--- config.mk ---
export PLATFORM = sky130hd
export DESIGN_NAME = i2c_slave_block_flat
export DESIGN_NICKNAME = d
export VERILOG_FILES = /design/src/rtl/i2c_slave_block_if.sv /design/src/rtl/i2c_slave_block.sv /design/src/flat_wrapper.sv
export SDC_FILE = /design/constraint.sdc
export NUM_CORES = 1
export LEC_CHECK = 0
export ABC_CLOCK_PERIOD_IN_PS = 2000
export CAP_MARGIN = 20
export CORE_MARGIN = 2
export CORE_UTILIZATION = 48
export DETAILED_ROUTE_END_ITERATION = 8
export PLACE_DENSITY = 0.82
export SLEW_MARGIN = 40
export SYNTH_ARGS = -nofsm -noshare
export SYNTH_HDL_FRONTEND = slang
export SYNTH_SLANG_ARGS = --single-unit
--- constraint.sdc ---
create_clock -name i2c_core_clock_i -period 2 [get_ports i2c_core_clock_i]
set_clock_uncertainty 0.05 [all_clocks]
set_input_delay 0.5 -clock i2c_core_clock_i [delete_from_list [all_inputs] [get_ports i2c_core_clock_i]]
set_output_delay 0.5 -clock i2c_core_clock_i [all_outputs]
set_load 0.005 [all_outputs]
--- src/rtl/i2c_slave_block_if.sv ---
// I2C target bus bundle: pads, rx/tx strobes and status.
// The slave modport is the block side; master is the system/bench side.
interface i2c_slave_block_if;
  logic       enable_i;
  logic [6:0] slave_addr_i;
  logic       scl_i;
  logic       sda_i;
  logic       sda_oe_o;
  logic [7:0] rx_data_o;
  logic       rx_valid_o;
  logic       rx_full_i;
  logic [7:0] tx_data_i;
  logic       tx_valid_i;
  logic       tx_ready_o;
  logic       rw_o;
  logic       busy_o;
  logic       start_det_o;
  logic       stop_det_o;
  logic       overrun_o;
  logic       underrun_o;

  modport slave (
    input  enable_i, slave_addr_i,
    input  scl_i, sda_i,
    input  rx_full_i, tx_data_i, tx_valid_i,
    output sda_oe_o, rx_data_o, rx_valid_o,
    output tx_ready_o, rw_o, busy_o,
    output start_det_o, stop_det_o,
    output overrun_o, underrun_o
  );

  modport master (
    output enable_i, slave_addr_i,
    output scl_i, sda_i,
    output rx_full_i, tx_data_i, tx_valid_i,
    input  sda_oe_o, rx_data_o, rx_valid_o,
    input  tx_ready_o, rw_o, busy_o,
    input  start_det_o, stop_det_o,
    input  overrun_o, underrun_o
  );
endinterface

--- src/rtl/i2c_slave_block.sv ---
// I2C target: oversampled SCL/SDA, 7-bit address match,
// open-drain SDA only, no clock stretching.
module i2c_slave_block #(
  parameter int SYNC_STAGES = 2
) (
  input logic              i2c_core_clock_i,
  input logic              reset_bit_n_i,
  i2c_slave_block_if.slave bus
);

  typedef enum logic [2:0] {
    IDLE, ADDR, ADDR_ACK, WR_BYTE,
    WR_ACK, RD_BYTE, RD_ACK, WAIT_STOP
  } state_e;

  state_e state_q, state_d;

  logic [SYNC_STAGES-1:0] scl_sync_q, scl_sync_d;
  logic [SYNC_STAGES-1:0] sda_sync_q, sda_sync_d;
  logic scl_prev_q, sda_prev_q;
  logic [3:0] bit_cnt_q, bit_cnt_d;
  logic [7:0] shift_q, shift_d;
  logic [7:0] rx_data_q, rx_data_d;
  logic sda_oe_q, sda_oe_d;
  logic ack_q, ack_d;
  logic rw_q, rw_d;
  logic busy_q, busy_d;
  logic rx_valid_q, rx_valid_d;
  logic tx_ready_q, tx_ready_d;
  logic start_q, start_d;
  logic stop_q, stop_d;
  logic overrun_q, overrun_d;
  logic underrun_q, underrun_d;

  logic scl_s, sda_s;
  logic scl_rise, scl_fall;
  logic start_ev, stop_ev;
  logic last_bit, addr_hit, do_load;
  logic [7:0] shift_in, load_byte;

  assign scl_sync_d = {scl_sync_q[SYNC_STAGES-2:0], bus.scl_i};
  assign sda_sync_d = {sda_sync_q[SYNC_STAGES-2:0], bus.sda_i};
  assign scl_s = scl_sync_q[SYNC_STAGES-1];
  assign sda_s = sda_sync_q[SYNC_STAGES-1];

  assign scl_rise = scl_s & ~scl_prev_q;
  assign scl_fall = ~scl_s & scl_prev_q;
  assign start_ev = scl_s & scl_prev_q & sda_prev_q & ~sda_s;
  assign stop_ev  = scl_s & scl_prev_q & ~sda_prev_q & sda_s;

  assign shift_in  = {shift_q[6:0], sda_s};
  assign last_bit  = (bit_cnt_q == 4'd7);
  assign addr_hit  = (shift_in[7:1] == bus.slave_addr_i);
  assign load_byte = bus.tx_valid_i ? bus.tx_data_i : 8'hFF;

  // Sync flops reset high so an idle bus gives no spurious edge.
  always_ff @(posedge i2c_core_clock_i or negedge reset_bit_n_i) begin
    if (!reset_bit_n_i) begin
      state_q    <= IDLE;
      scl_sync_q <= '1;
      sda_sync_q <= '1;
      scl_prev_q <= 1'b1;
      sda_prev_q <= 1'b1;
      bit_cnt_q  <= '0;
      shift_q    <= '0;
      rx_data_q  <= '0;
      sda_oe_q   <= 1'b0;
      ack_q      <= 1'b0;
      rw_q       <= 1'b0;
      busy_q     <= 1'b0;
      rx_valid_q <= 1'b0;
      tx_ready_q <= 1'b0;
      start_q    <= 1'b0;
      stop_q     <= 1'b0;
      overrun_q  <= 1'b0;
      underrun_q <= 1'b0;
    end else begin
      state_q    <= state_d;
      scl_sync_q <= scl_sync_d;
      sda_sync_q <= sda_sync_d;
      scl_prev_q <= scl_s;
      sda_prev_q <= sda_s;
      bit_cnt_q  <= bit_cnt_d;
      shift_q    <= shift_d;
      rx_data_q  <= rx_data_d;
      sda_oe_q   <= sda_oe_d;
      ack_q      <= ack_d;
      rw_q       <= rw_d;
      busy_q     <= busy_d;
      rx_valid_q <= rx_valid_d;
      tx_ready_q <= tx_ready_d;
      start_q    <= start_d;
      stop_q     <= stop_d;
      overrun_q  <= overrun_d;
      underrun_q <= underrun_d;
    end
  end

  always_comb begin
    state_d = state_q;
    if (!bus.enable_i) begin
      state_d = IDLE;
    end else if (start_ev) begin
      state_d = ADDR;
    end else if (stop_ev) begin
      state_d = IDLE;
    end else begin
      unique case (state_q)
        ADDR:
          if (scl_rise && last_bit)
            state_d = addr_hit ? ADDR_ACK : WAIT_STOP;
        ADDR_ACK:
          if (scl_fall && bit_cnt_q == 4'd9)
            state_d = rw_q ? RD_BYTE : WR_BYTE;
        WR_BYTE:
          if (scl_rise && last_bit) state_d = WR_ACK;
        WR_ACK:
          if (scl_fall && bit_cnt_q == 4'd9)
            state_d = WR_BYTE;
        RD_BYTE:
          if (scl_fall && last_bit) state_d = RD_ACK;
        RD_ACK:
          if (scl_rise && sda_s)
            state_d = WAIT_STOP;
          else if (scl_fall && bit_cnt_q == 4'd9)
            state_d = RD_BYTE;
        default: ;
      endcase
    end
  end

  always_comb begin
    bit_cnt_d  = bit_cnt_q;
    shift_d    = shift_q;
    rx_data_d  = rx_data_q;
    sda_oe_d   = sda_oe_q;
    ack_d      = ack_q;
    rw_d       = rw_q;
    busy_d     = busy_q;
    rx_valid_d = 1'b0;
    tx_ready_d = 1'b0;
    start_d    = 1'b0;
    stop_d     = 1'b0;
    overrun_d  = 1'b0;
    underrun_d = 1'b0;
    do_load    = 1'b0;
    if (!bus.enable_i) begin
      sda_oe_d  = 1'b0;
      busy_d    = 1'b0;
      bit_cnt_d = '0;
    end else if (start_ev) begin
      start_d   = 1'b1;
      bit_cnt_d = '0;
      sda_oe_d  = 1'b0;
      busy_d    = 1'b0;
    end else if (stop_ev) begin
      stop_d   = 1'b1;
      sda_oe_d = 1'b0;
      busy_d   = 1'b0;
    end else begin
      unique case (state_q)
        ADDR:
          if (scl_rise) begin
            shift_d   = shift_in;
            bit_cnt_d = bit_cnt_q + 4'd1;
            if (last_bit && addr_hit) begin
              rw_d   = sda_s;
              busy_d = 1'b1;
            end
          end
        ADDR_ACK, WR_ACK: begin
          if (scl_rise) bit_cnt_d = 4'd9;
          if (scl_fall && bit_cnt_q == 4'd8) begin
            sda_oe_d = (state_q == ADDR_ACK) | ack_q;
          end else if (scl_fall && bit_cnt_q == 4'd9) begin
            bit_cnt_d = '0;
            sda_oe_d  = 1'b0;
            do_load   = (state_q == ADDR_ACK) & rw_q;
          end
        end
        WR_BYTE:
          if (scl_rise) begin
            shift_d   = shift_in;
            bit_cnt_d = bit_cnt_q + 4'd1;
            if (last_bit) begin
              ack_d       = ~bus.rx_full_i;
              rx_valid_d  = ~bus.rx_full_i;
              overrun_d   = bus.rx_full_i;
              if (!bus.rx_full_i) rx_data_d = shift_in;
            end
          end
        // Each falling edge presents the next bit, MSB first.
        RD_BYTE:
          if (scl_fall) begin
            bit_cnt_d = bit_cnt_q + 4'd1;
            if (last_bit) begin
              sda_oe_d = 1'b0;
            end else begin
              shift_d  = {shift_q[6:0], 1'b0};
              sda_oe_d = ~shift_q[6];
            end
          end
        RD_ACK: begin
          if (scl_rise) bit_cnt_d = 4'd9;
          if (scl_fall && bit_cnt_q == 4'd9) begin
            bit_cnt_d = '0;
            do_load   = 1'b1;
          end
        end
        default: sda_oe_d = 1'b0;
      endcase
    end
    if (do_load) begin
      shift_d    = load_byte;
      sda_oe_d   = ~load_byte[7];
      tx_ready_d = bus.tx_valid_i;
      underrun_d = ~bus.tx_valid_i;
    end
  end

  assign bus.sda_oe_o    = sda_oe_q & bus.enable_i;
  assign bus.rx_data_o   = rx_data_q;
  assign bus.rx_valid_o  = rx_valid_q & bus.enable_i;
  assign bus.tx_ready_o  = tx_ready_q & bus.enable_i;
  assign bus.rw_o        = rw_q;
  assign bus.busy_o      = busy_q;
  assign bus.start_det_o = start_q & bus.enable_i;
  assign bus.stop_det_o  = stop_q & bus.enable_i;
  assign bus.overrun_o   = overrun_q & bus.enable_i;
  assign bus.underrun_o  = underrun_q & bus.enable_i;

endmodule

--- src/flat_wrapper.sv ---
// flat-port wrapper written by rule: the top's interface ports become plain ports
module i2c_slave_block_flat 
#(
  parameter int SYNC_STAGES = 2
)
  (i2c_core_clock_i, reset_bit_n_i, bus_enable_i, bus_slave_addr_i, bus_scl_i, bus_sda_i, bus_rx_full_i, bus_tx_data_i, bus_tx_valid_i, bus_sda_oe_o, bus_rx_data_o, bus_rx_valid_o, bus_tx_ready_o, bus_rw_o, bus_busy_o, bus_start_det_o, bus_stop_det_o, bus_overrun_o, bus_underrun_o);
  i2c_slave_block_if bus_i ();
  input logic i2c_core_clock_i;
  input logic reset_bit_n_i;
  input wire logic [$bits(bus_i.enable_i)-1:0] bus_enable_i;
  input wire logic [$bits(bus_i.slave_addr_i)-1:0] bus_slave_addr_i;
  input wire logic [$bits(bus_i.scl_i)-1:0] bus_scl_i;
  input wire logic [$bits(bus_i.sda_i)-1:0] bus_sda_i;
  input wire logic [$bits(bus_i.rx_full_i)-1:0] bus_rx_full_i;
  input wire logic [$bits(bus_i.tx_data_i)-1:0] bus_tx_data_i;
  input wire logic [$bits(bus_i.tx_valid_i)-1:0] bus_tx_valid_i;
  output wire logic [$bits(bus_i.sda_oe_o)-1:0] bus_sda_oe_o;
  output wire logic [$bits(bus_i.rx_data_o)-1:0] bus_rx_data_o;
  output wire logic [$bits(bus_i.rx_valid_o)-1:0] bus_rx_valid_o;
  output wire logic [$bits(bus_i.tx_ready_o)-1:0] bus_tx_ready_o;
  output wire logic [$bits(bus_i.rw_o)-1:0] bus_rw_o;
  output wire logic [$bits(bus_i.busy_o)-1:0] bus_busy_o;
  output wire logic [$bits(bus_i.start_det_o)-1:0] bus_start_det_o;
  output wire logic [$bits(bus_i.stop_det_o)-1:0] bus_stop_det_o;
  output wire logic [$bits(bus_i.overrun_o)-1:0] bus_overrun_o;
  output wire logic [$bits(bus_i.underrun_o)-1:0] bus_underrun_o;
  assign bus_i.enable_i = bus_enable_i;
  assign bus_i.slave_addr_i = bus_slave_addr_i;
  assign bus_i.scl_i = bus_scl_i;
  assign bus_i.sda_i = bus_sda_i;
  assign bus_i.rx_full_i = bus_rx_full_i;
  assign bus_i.tx_data_i = bus_tx_data_i;
  assign bus_i.tx_valid_i = bus_tx_valid_i;
  assign bus_sda_oe_o = bus_i.sda_oe_o;
  assign bus_rx_data_o = bus_i.rx_data_o;
  assign bus_rx_valid_o = bus_i.rx_valid_o;
  assign bus_tx_ready_o = bus_i.tx_ready_o;
  assign bus_rw_o = bus_i.rw_o;
  assign bus_busy_o = bus_i.busy_o;
  assign bus_start_det_o = bus_i.start_det_o;
  assign bus_stop_det_o = bus_i.stop_det_o;
  assign bus_overrun_o = bus_i.overrun_o;
  assign bus_underrun_o = bus_i.underrun_o;
  i2c_slave_block #(.SYNC_STAGES(SYNC_STAGES)) u_core (.i2c_core_clock_i(i2c_core_clock_i), .reset_bit_n_i(reset_bit_n_i), .bus(bus_i));
endmodule
==> results of run 1 <==
==> metrics by stage <==
step / setup slack [ns] / cell area (um2) / TNS, ns
6_report: -0.0612 / 3260 / -0.271
5_1_grt: -0.132 / 3260 / -1.06
4_1_cts: -0.0661 / 3140 / -0.388
3_5_place_dp: -0.368 / 3000 / -7.91
2_1_floorplan: -0.0255 / 2320 / -0.159
3_3_place_gp: -0.317 / 3000 / -6.98
==> layer usage <==
metal  routed length, um  vias to the layer above  GRT usage (%)
met3                 343                        8           4.66
li1                    -                      972              -
met2                3070                       69           39.2
met4                  77                        0           6.79
met1                2580                     1049           33.1
met5                   0                        -              0
==> worst max-delay path, stage by stage (launching register included) <==
cell	delay, ns
dfstp_2	0.53
and4bb_2	0.29
a21oi_2	0.10
o211ai_4	0.26
buf_6	0.17
mux2_4	0.30
mux2_4	0.26
==> how the worst max path moves through the flow <==
| stage | startpoint | end | slack (ns) |
|---|---|---|---|
| finish | u_core.scl_prev_q | u_core.shift_q[6] | -0.06 |
| global route | u_core.bit_cnt_q[1] | u_core.shift_q[1] | -0.13 |
| CTS | u_core.scl_prev_q | u_core.shift_q[6] | -0.07 |
| detailed placement | bus_enable_i | bus_sda_oe_o | -0.37 |
| global placement | bus_enable_i | bus_rx_valid_o | -0.32 |
| floorplan | u_core.scl_prev_q | u_core.shift_q[0] | -0.03 |
==> cell families (layout without fill, tap and decap cells) <==
kind of cell             count (synthesis)  count (layout)
multiplexers                            24              24
buffers and inverters                   21              98
AND/OR/NAND/NOR                         74              75
AO/OA/AOI/OAI                           55              55
flip-flops                              38              38
adder cells (fa/ha/maj)                  3               3
XOR/XNOR                                10              10
==> synthesized netlist by cell type (2+ instances only) <==
| cell type | instances |
|---|---|
| mux2_2 | 17 |
| inv_1 | 8 |
| ha_1 | 3 |
| a311oi_1 | 2 |
| nor2b_1 | 3 |
| clkbuf_1 | 7 |
| o21a_1 | 3 |
| nand3_1 | 7 |
| nor3b_1 | 2 |
| mux2i_1 | 2 |
| o2bb2ai_1 | 2 |
| a31oi_1 | 3 |
| xnor2_1 | 3 |
| o211ai_1 | 2 |
| dfstp_2 | 6 |
| a22o_1 | 2 |
| o2111ai_1 | 2 |
| buf_6 | 2 |
| a21oi_1 | 7 |
| nor3_1 | 2 |
| and4b_1 | 2 |
| and2_1 | 11 |
| nor2_1 | 16 |
| nand4b_1 | 2 |
| nand2_1 | 8 |
| mux2_4 | 5 |
| o21ai_0 | 10 |
| dfrtp_1 | 32 |
| a211oi_1 | 4 |
| and3_1 | 3 |
| nand2b_1 | 9 |
| xor2_1 | 7 |
==> registers in the layout, summed over array words and instances (netlist names), 2 cells and up <==
register and cells:
u_core.state_q 3, u_core.sda_sync_q 2, u_core.bus.rx_data_o 8, u_core.bit_cnt_q 4
u_core.scl_sync_q 2, u_core.shift_q 7
==> timing repair <==
item / 4_1_cts / 5_1_grt
buffers inserted: 2 / 1
pin swaps: 5 / 9
setup endpoints to repair: 23 / 27
gates resized for setup: 14 / 27
cloned: 0 / 1
endpoints found under the hold margin: 0 / 0
==> layout make-up <==
type | instances | area, um2
multi-input combinational | 167 | 1360
clock buffer | 7 | 76.3
inverter | 9 | 33.8
sequential | 38 | 961
timing repair buffer | 81 | 754
clock inverter | 1 | 7.51
tap | 54 | 67.6
fill | 301 | 1400
==> report_power, final <==
group / switching (uW) / internal [uW]
Combinational: 369 / 448
Sequential: 128 / 868
Clock: 282 / 247
Total: 779 / 1560
==> metrics.csv, run 1 <==
metric,value,unit
status,"complete, but fails checks",
failed_checks,setup timing,
r2r_end,u_core.shift_q[6],
start_util,49.4,%
reg2reg_slack,-0.06,ns
cp_max_fo,4,
antenna_found_initial,0,
timing.fmax,485,MHz
global_route.overflow_total,0,
synthXorXnorAreaFrac,3.80,%
n_antenna_cell,0,
holdBufCountCts,0,
synth_fa_ha_area_share,1.63,%
dieHeight,73.3,um
grt_pass1_vias,2030,
synth_cells,225,
initialDrtViolationCount,182,
portBuffers,38,
grt_pass1_wl,9.82,mm
clk_pin_slew,0.08,ns
synthFlopType,dfrtp_1,
synthesis.nets,250,
fin_util,69.9,%
synth_cell_types,63,
avgRoutedWirePerCell,17.0,um
endpoint_kind,flip-flop,
yosys.area_share.simple,18.7,%
cp.required,2.13,ns
setup_viol,6,
cts_max_level,2,
drive_above_1_share,35.3,%
routed_wl,6.07,mm
hold_violations,0,
ys_top_cells_by_area,"dfrtp_1 (35%), mux2_2 (8.3%), dfstp_2 (6.8%), mux2_4 (3.3%), and2_1 (3.0%)",
fin_crit,2.06,ns
avgSynthCellArea,10.2,um2
clk_path_buf_depth,2,
maxCapViolCount,0,
final_antenna_net_count,0,
fp-row-count,25,
drc,0,
area_growth,41.4,%
rsz0062_at_grt,yes,
r2r_cells,6,
num_vias,2098,
setup_slack,-0.0612,ns
via_per_inst,5.88,
dp_hpwl,4.27,mm
ys_seq_area_share,41.6,%
finalPower,2340,uW
holdWs,0.184,ns
crit_type,flip-flop to flip-flop,
synth_edf_count,0,
async_flop_share,100,%
die_w,73.3,um
synth_top_family_by_area,simple AND/OR/NAND/NOR gates,
slew_headroom,68.7,%
muxShareOfSynthArea,12.4,%
drv_slew,0,
grt_max_degree,39,
cts_root_buf,clkbuf_8,
power_density,719,nW/um2
cp-start-kind,flip-flop,
timing.rr.start,u_core.scl_prev_q,
post-route-period-util,103,%
cts_num_sinks,38,
cts_made_buffers,5,
synth_largest_area_cell,dfrtp_1,
synth_area,2300,um2
synthDominantCellAreaShare,34.8,%
clock_latency,0.30,ns
cts_tree,done,
final_cells,357,
gp_congestion,0.896,
arrival,2.19,ns
pin_count,39,
dieArea,5370,um2
grt_usage,24.2,%
worst_pin_slew,0.469,ns
final_cell_mix,"buf_4 (35), clkdlybuf4s50_1 (30), dfrtp_1 (30), nor2_1 (16), mux2_2 (13)",
synth_compound_area_share,17.6,%
ys_ff_latch,38,
p_leak,0.00150,uW
ir_worst_vdd,0.457,mV
hold_class,primary input to async pin,
dp.cells,345,
final_nets,327,
yosysWarnings,0,
drt_first_pass_iters,4,
final_common_cell,buf_4,
core,4660,um2
No activity file was read; power rests on OpenSTA's default activity.
==> run 2, diff against run 1 <==
--- a/config.mk
+++ b/config.mk
@@ -5,6 +5,7 @@
 export SDC_FILE = /design/constraint.sdc
 export NUM_CORES = 1
 export LEC_CHECK = 0
+export ABC_AREA = 1
 export ABC_CLOCK_PERIOD_IN_PS = 2000
 export CAP_MARGIN = 20
 export CORE_MARGIN = 2
==> run 2 against run 1 <==
The run now ends clean. Hold slack lost 0.089 ns. Synthesized cell count grew 52%. Total power grew 16%. Sequential cell count is the same. Clock-buffer cell count shrank 1. Global-route usage shrank 0.72 points. Fmax grew 11%. Combinational power grew 35%. Die area grew 0.20%. Critical path depth grew 4. Sequential share of layout area grew 2.4 points. Critical endpoint is now u_core.bus.rx_data_o[1]. Highest routed layer unchanged.
==> metrics.csv, run 2 <==
metric,value,unit
status,completed,
drive_above_1_share,16.3,%
pin_count,39,
crit_type,flip-flop to flip-flop,
setup_viol,0,
final_cells,452,
cp.required,2.14,ns
cts_tree,done,
synth_compound_area_share,6.34,%
arrival,2.00,ns
final_common_cell,nand2_1,
dr_wl_met2,2.84,mm
hold_violations,0,
path_cells,nand2_1 > inv_2 > nand3_1 > nand3_1 > nor3_2 > nand2_1 > buf_4 > clkinv_1 > nand2_1 > nand2_1,
core,4690,um2
clock_latency,0.30,ns
crit_buf_inv,3,
grt_max_degree,21,
final_cell_mix,"nand2_1 (139), nand3_1 (36), clkdlybuf4s50_1 (34), inv_1 (33), dfrtp_1 (32)",
rsz0062_at_grt,no,
fin_crit,1.86,ns
cts_made_buffers,5,
worst_pin_slew,0.476,ns
power_density,901,nW/um2
drv_slew,0,
cts_max_level,2,
dp_hpwl,4.32,mm
synth_edf_count,0,
synth_fa_ha_area_share,1.63,%
synth_cell_types,28,
synth_top_family_by_area,simple AND/OR/NAND/NOR gates,
antenna_found_initial,0,
synth_cells,341,
grt_pass1_vias,2211,
synth_area,2310,um2
avgSynthCellArea,6.77,um2
grt_usage,23.5,%
area_growth,30.2,%
die_w,73.4,um
dieHeight,73.4,um
cp-start-kind,flip-flop,
async_flop_share,100,%
timing.fmax,538,MHz
synth_largest_area_cell,dfrtp_1,
ys_ff_latch,38,
cts_num_sinks,38,
synthesis.nets,366,
maxCapViolCount,0,
setup_slack,0.140,ns
portBuffers,38,
routed_wl,5.70,mm
synthFlopType,dfrtp_1,
ir_worst_vdd,0.624,mV
initialDrtViolationCount,144,
largest_register_ffs,8,
drt-met1-wl,2.43,mm
pre_cts_ws,-0.298,ns
dp.cells,442,
ys_top_cells_by_area,"dfrtp_1 (35%), nand2_1 (23%), nand3_1 (8.0%), dfstp_2 (6.8%), inv_1 (5.4%)",
cts_root_buf,clkbuf_8,
avgRoutedWirePerCell,12.6,um
crit_top_cell,nand2_1,
n_antenna_cell,0,
holdWs,0.0948,ns
num_vias,2288,
hold_class,primary input to async pin,
synth_common_cells,"nand2_1 (140), nand3_1 (37), inv_1 (33)",
crit_slowest_cell,dfstp_2,
dieArea,5380,um2
crit_family,simple AND/OR/NAND/NOR gates,
synthXorXnorAreaFrac,1.14,%
global_route.overflow_total,0,
via_per_inst,5.06,
post-route-period-util,93.0,%
reg2reg_slack,0.14,ns
drt_first_pass_iters,4,
highest_layer,met4,
ys_seq_area_share,41.5,%
grt_pass1_wl,9.63,mm
synth_most_common_cell,nand2_1,
gp_congestion,0.944,
clk_path_buf_depth,2,
fp-row-count,25,
final_antenna_net_count,0,
synthDominantCellAreaShare,34.7,%
final_nets,422,
clk_pin_slew,0.08,ns
slew_headroom,68.3,%
endpoint_kind,flip-flop,
p_leak,0.00161,uW
cp_max_fo,14,
fin_util,64.1,%
wl_met3,325,um
drc,0,
start_util,49.2,%
yosys.area_share.simple,41.2,%
yosysWarnings,0,
muxShareOfSynthArea,0,%
cpPeakStageDelay,0.57,ns
run 2: cell types whose count changed after synthesis, sizes merged, moves of 9 or more:
cell	change
and2	-10
inv	+35
mux2	-22
nand2	+137
nand2b	-9
nand3	+31
run 2: cell families after synthesis:
family	count (synthesis)
AO/OA/AOI/OAI	26
XOR/XNOR	3
adder cells (fa/ha/maj)	3
buffers and inverters	49
AND/OR/NAND/NOR	222
flip-flops	38
run 2: final timing paths:
kind	end	startpoint	cells past startpoint
worst max-delay path	u_core.bus.rx_data_o[1]	u_core.scl_prev_q	10
worst min register to register	u_core.sda_sync_q[1]	u_core.sda_sync_q[0]	0
worst max register to register	u_core.bus.rx_data_o[1]	u_core.scl_prev_q	10
max in group asynchronous	u_core.start_q	reset_bit_n_i	2
min in group i2c_core_clock_i	u_core.sda_sync_q[1]	u_core.sda_sync_q[0]	0
worst min-delay path	u_core.bit_cnt_q[0]	reset_bit_n_i	1
run 2: per-layer routing:
| layer | GRT usage (%) | up-vias |
|---|---|---|
| met5 | 0 | - |
| met4 | 8.48 | 0 |
| met3 | 5.62 | 10 |
| met2 | 39.6 | 61 |
| met1 | 29.2 | 1039 |
| li1 | - | 1178 |
run 2: final cells by class:
class	count	area (um2)
Sequential cell	38	958
Tap cell	54	67.6
Inverter	45	169
Clock inverter	2	12.5
Clock buffer	6	82.6
Multi-Input combinational cell	254	1170
Timing Repair Buffer	53	541
Fill cell	426	1690
run 2: through the flow:
step	total power (uW)	TNS, ns	instance area, um2
floorplan	1830	0	2310
global placement	2100	-3.41	2860
detailed placement	2130	-4.31	2860
CTS	2700	0	2990
global route	2930	0	3010
finish	2710	0	3010
run 2: where the power goes:
group	leakage [uW]	internal [uW]	total, uW	switching, uW
clock	0.0000472	277	556	279
sequential	0.000494	886	1050	163
combinational	0.00107	402	1100	701
total	0.00161	1570	2710	1140
run 2: what timing repair did:
item / 4_1_cts / 5_1_grt
cloned: 1 / 0
pin swaps: 0 / 0
hold buffers: 0 / 0
setup buffers: 1 / 0
endpoints found under the setup margin: 7 / 14
resized for setup: 5 / 5
==> run 3, diff against run 2 <==
--- a/config.mk
+++ b/config.mk
@@ -5,13 +5,13 @@
 export SDC_FILE = /design/constraint.sdc
 export NUM_CORES = 1
 export LEC_CHECK = 0
-export ABC_AREA = 1
 export ABC_CLOCK_PERIOD_IN_PS = 2000
 export CAP_MARGIN = 20
 export CORE_MARGIN = 2
 export CORE_UTILIZATION = 48
 export DETAILED_ROUTE_END_ITERATION = 8
 export PLACE_DENSITY = 0.82
+export SKIP_CTS_REPAIR_TIMING = 1
 export SLEW_MARGIN = 40
 export SYNTH_ARGS = -nofsm -noshare
 export SYNTH_HDL_FRONTEND = slang
==> run 3 against run 2 <==
The run now ends with setup timing left. Die area fell by 0.20%. Via count fell by 6.0%. Worst setup slack got worse by 0.24 ns. Combinational power fell by 23%. Non-clock buffer count rose by 30. Sequential share of layout area fell by 2.9 points. Cell area rose by 10%. Critical endpoint is now u_core.state_q[1].
==> metrics.csv, run 3 (synthesis results as in run 1) <==
metric,value,unit
die_w,73.3,um
arrival,2.21,ns
ir_worst_vdd,0.486,mV
grt_usage,23.4,%
dieArea,5370,um2
pre_cts_ws,-0.368,ns
cp-start-kind,flip-flop,
via_per_inst,5.99,
dieHeight,73.3,um
status,"complete, but fails checks",
final_cell_mix,"clkdlybuf4s50_1 (35), buf_4 (35), dfrtp_1 (30), nor2_1 (16), mux2_4 (12)",
cp-endpoint,u_core.state_q[1],
dp.cells,345,
antenna_found_initial,0,
final_nets,329,
final_cells,359,
start_util,49.4,%
cts_num_sinks,38,
hold_violations,0,
largest_register_ffs,8,
drv_slew,0,
cts_max_level,2,
clk_pin_slew,0.08,ns
reg2reg_slack,-0.1,ns
cts_root_buf,clkbuf_8,
r2r_cells,7,
fillers,296,
slew_headroom,63.3,%
routed_wl,6.46,mm
p_leak,0.00147,uW
dp_hpwl,4.27,mm
final_antenna_net_count,0,
cp_max_fo,4,
cts_tree,done,
fp-row-count,25,
cp.required,2.12,ns
grt_pass1_wl,9.60,mm
avgRoutedWirePerCell,18.0,um
hold_class,primary input to async pin,
rsz0062_at_grt,yes,
grt_pass1_vias,2018,
drive_above_1_share,35.7,%
timing.fmax,477,MHz
setup_viol,17,
clock_latency,0.30,ns
global_route.overflow_total,0,
maxCapViolCount,0,
setup_tns,-0.969,ns
cp-startpoint,u_core.bit_cnt_q[1],
portBuffers,38,
crit_type,flip-flop to flip-flop,
initialDrtViolationCount,173,
core,4660,um2
cts_made_buffers,5,
post-route-period-util,105,%
worst_pin_slew,0.545,ns
fin_crit,2.10,ns
gp_congestion,0.896,
drt_first_pass_iters,4,
n_antenna_cell,0,
clk_path_buf_depth,2,
drc,0,
r2r_end,u_core.state_q[1],
timing.rr.start,u_core.bit_cnt_q[1],
setup_slack,-0.0966,ns
power_density,720,nW/um2
pin_count,39,
grt_max_degree,39,
failed_checks,setup timing,
area_growth,43.8,%
endpoint_kind,flip-flop,
num_vias,2151,
==> run 3: cell types whose count changed in the layout (fill, tap and decap cells not counted), sizes merged, moves of 8 or more <==
| cell | change |
|---|---|
| or2 | -8 |
| and2 | +10 |
| buf | +30 |
| mux2 | +22 |
| nand3 | -31 |
| inv | -35 |
| nand2 | -137 |
| nand2b | +9 |
==> run 3: worst min path at each step <==
stage | from | end | slack, ns | cells after the start
global route | reset_bit_n_i | u_core.bit_cnt_q[3] | 0.23 | 2
CTS | reset_bit_n_i | u_core.state_q[1] | 0.21 | 2
detailed placement | u_core.scl_sync_q[0] | u_core.scl_sync_q[1] | 0.30 | 0
finish | reset_bit_n_i | u_core.bit_cnt_q[2] | 0.18 | 2
floorplan | reset_bit_n_i | u_core.ack_q | 0.15 | 0
global placement | u_core.scl_sync_q[0] | u_core.scl_sync_q[1] | 0.30 | 0
==> run 3: final cells by class <==
cell class | count | area, um2 | share of cell area [%]
Timing Repair Buffer | 83 | 773 | 23.3
Clock inverter | 1 | 7.51 | 0.227
Sequential cell | 38 | 961 | 29.0
Inverter | 9 | 33.8 | 1.02
Multi-Input combinational cell | 167 | 1390 | 42.1
Tap cell | 54 | 67.6 | 2.04
Clock buffer | 7 | 76.3 | 2.30
==> run 3: layer usage <==
| layer | track usage [%] | wire length (um) | share of wire [%] | vias up |
|---|---|---|---|---|
| li1 | - | - | - | 979 |
| met1 | 32.3 | 2740 | 43 | 1068 |
| met2 | 37.3 | 3170 | 49 | 91 |
| met3 | 3.43 | 410 | 6.4 | 13 |
| met4 | 9.05 | 129 | 2.0 | 0 |
| met5 | 0 | 0 | 0 | - |
==> run 3: stage by stage <==
stage | util, % | area [um2] | hold slack (ns) | total power [uW]
CTS | 66.2 | 3090 | 0.212 | 2250
floorplan | - | 2320 | 0.154 | 1420
detailed placement | 64.4 | 3000 | 0.299 | 1720
finish | 71.1 | 3310 | 0.181 | 2390
global placement | 64.4 | 3000 | 0.296 | 1690
global route | 71.1 | 3310 | 0.231 | 2500
==> run 3: power by group <==
| group | leakage [uW] | internal [uW] | total, uW | switching, uW |
|---|---|---|---|---|
| Sequential | 0.000492 | 868 | 997 | 129 |
| Clock | 0.0000385 | 247 | 537 | 290 |
| Combinational | 0.000942 | 465 | 851 | 386 |
| Total | 0.00147 | 1580 | 2390 | 805 |
==> run 3: worst max-delay path, stage by stage (launching register included) <==
cell       delay, ns
dfrtp_1         0.44
ha_4            0.17
and3b_2         0.26
buf_6           0.12
a311oi_2        0.08
a311o_1         0.39
a2111oi_2       0.40
a211oi_2        0.05
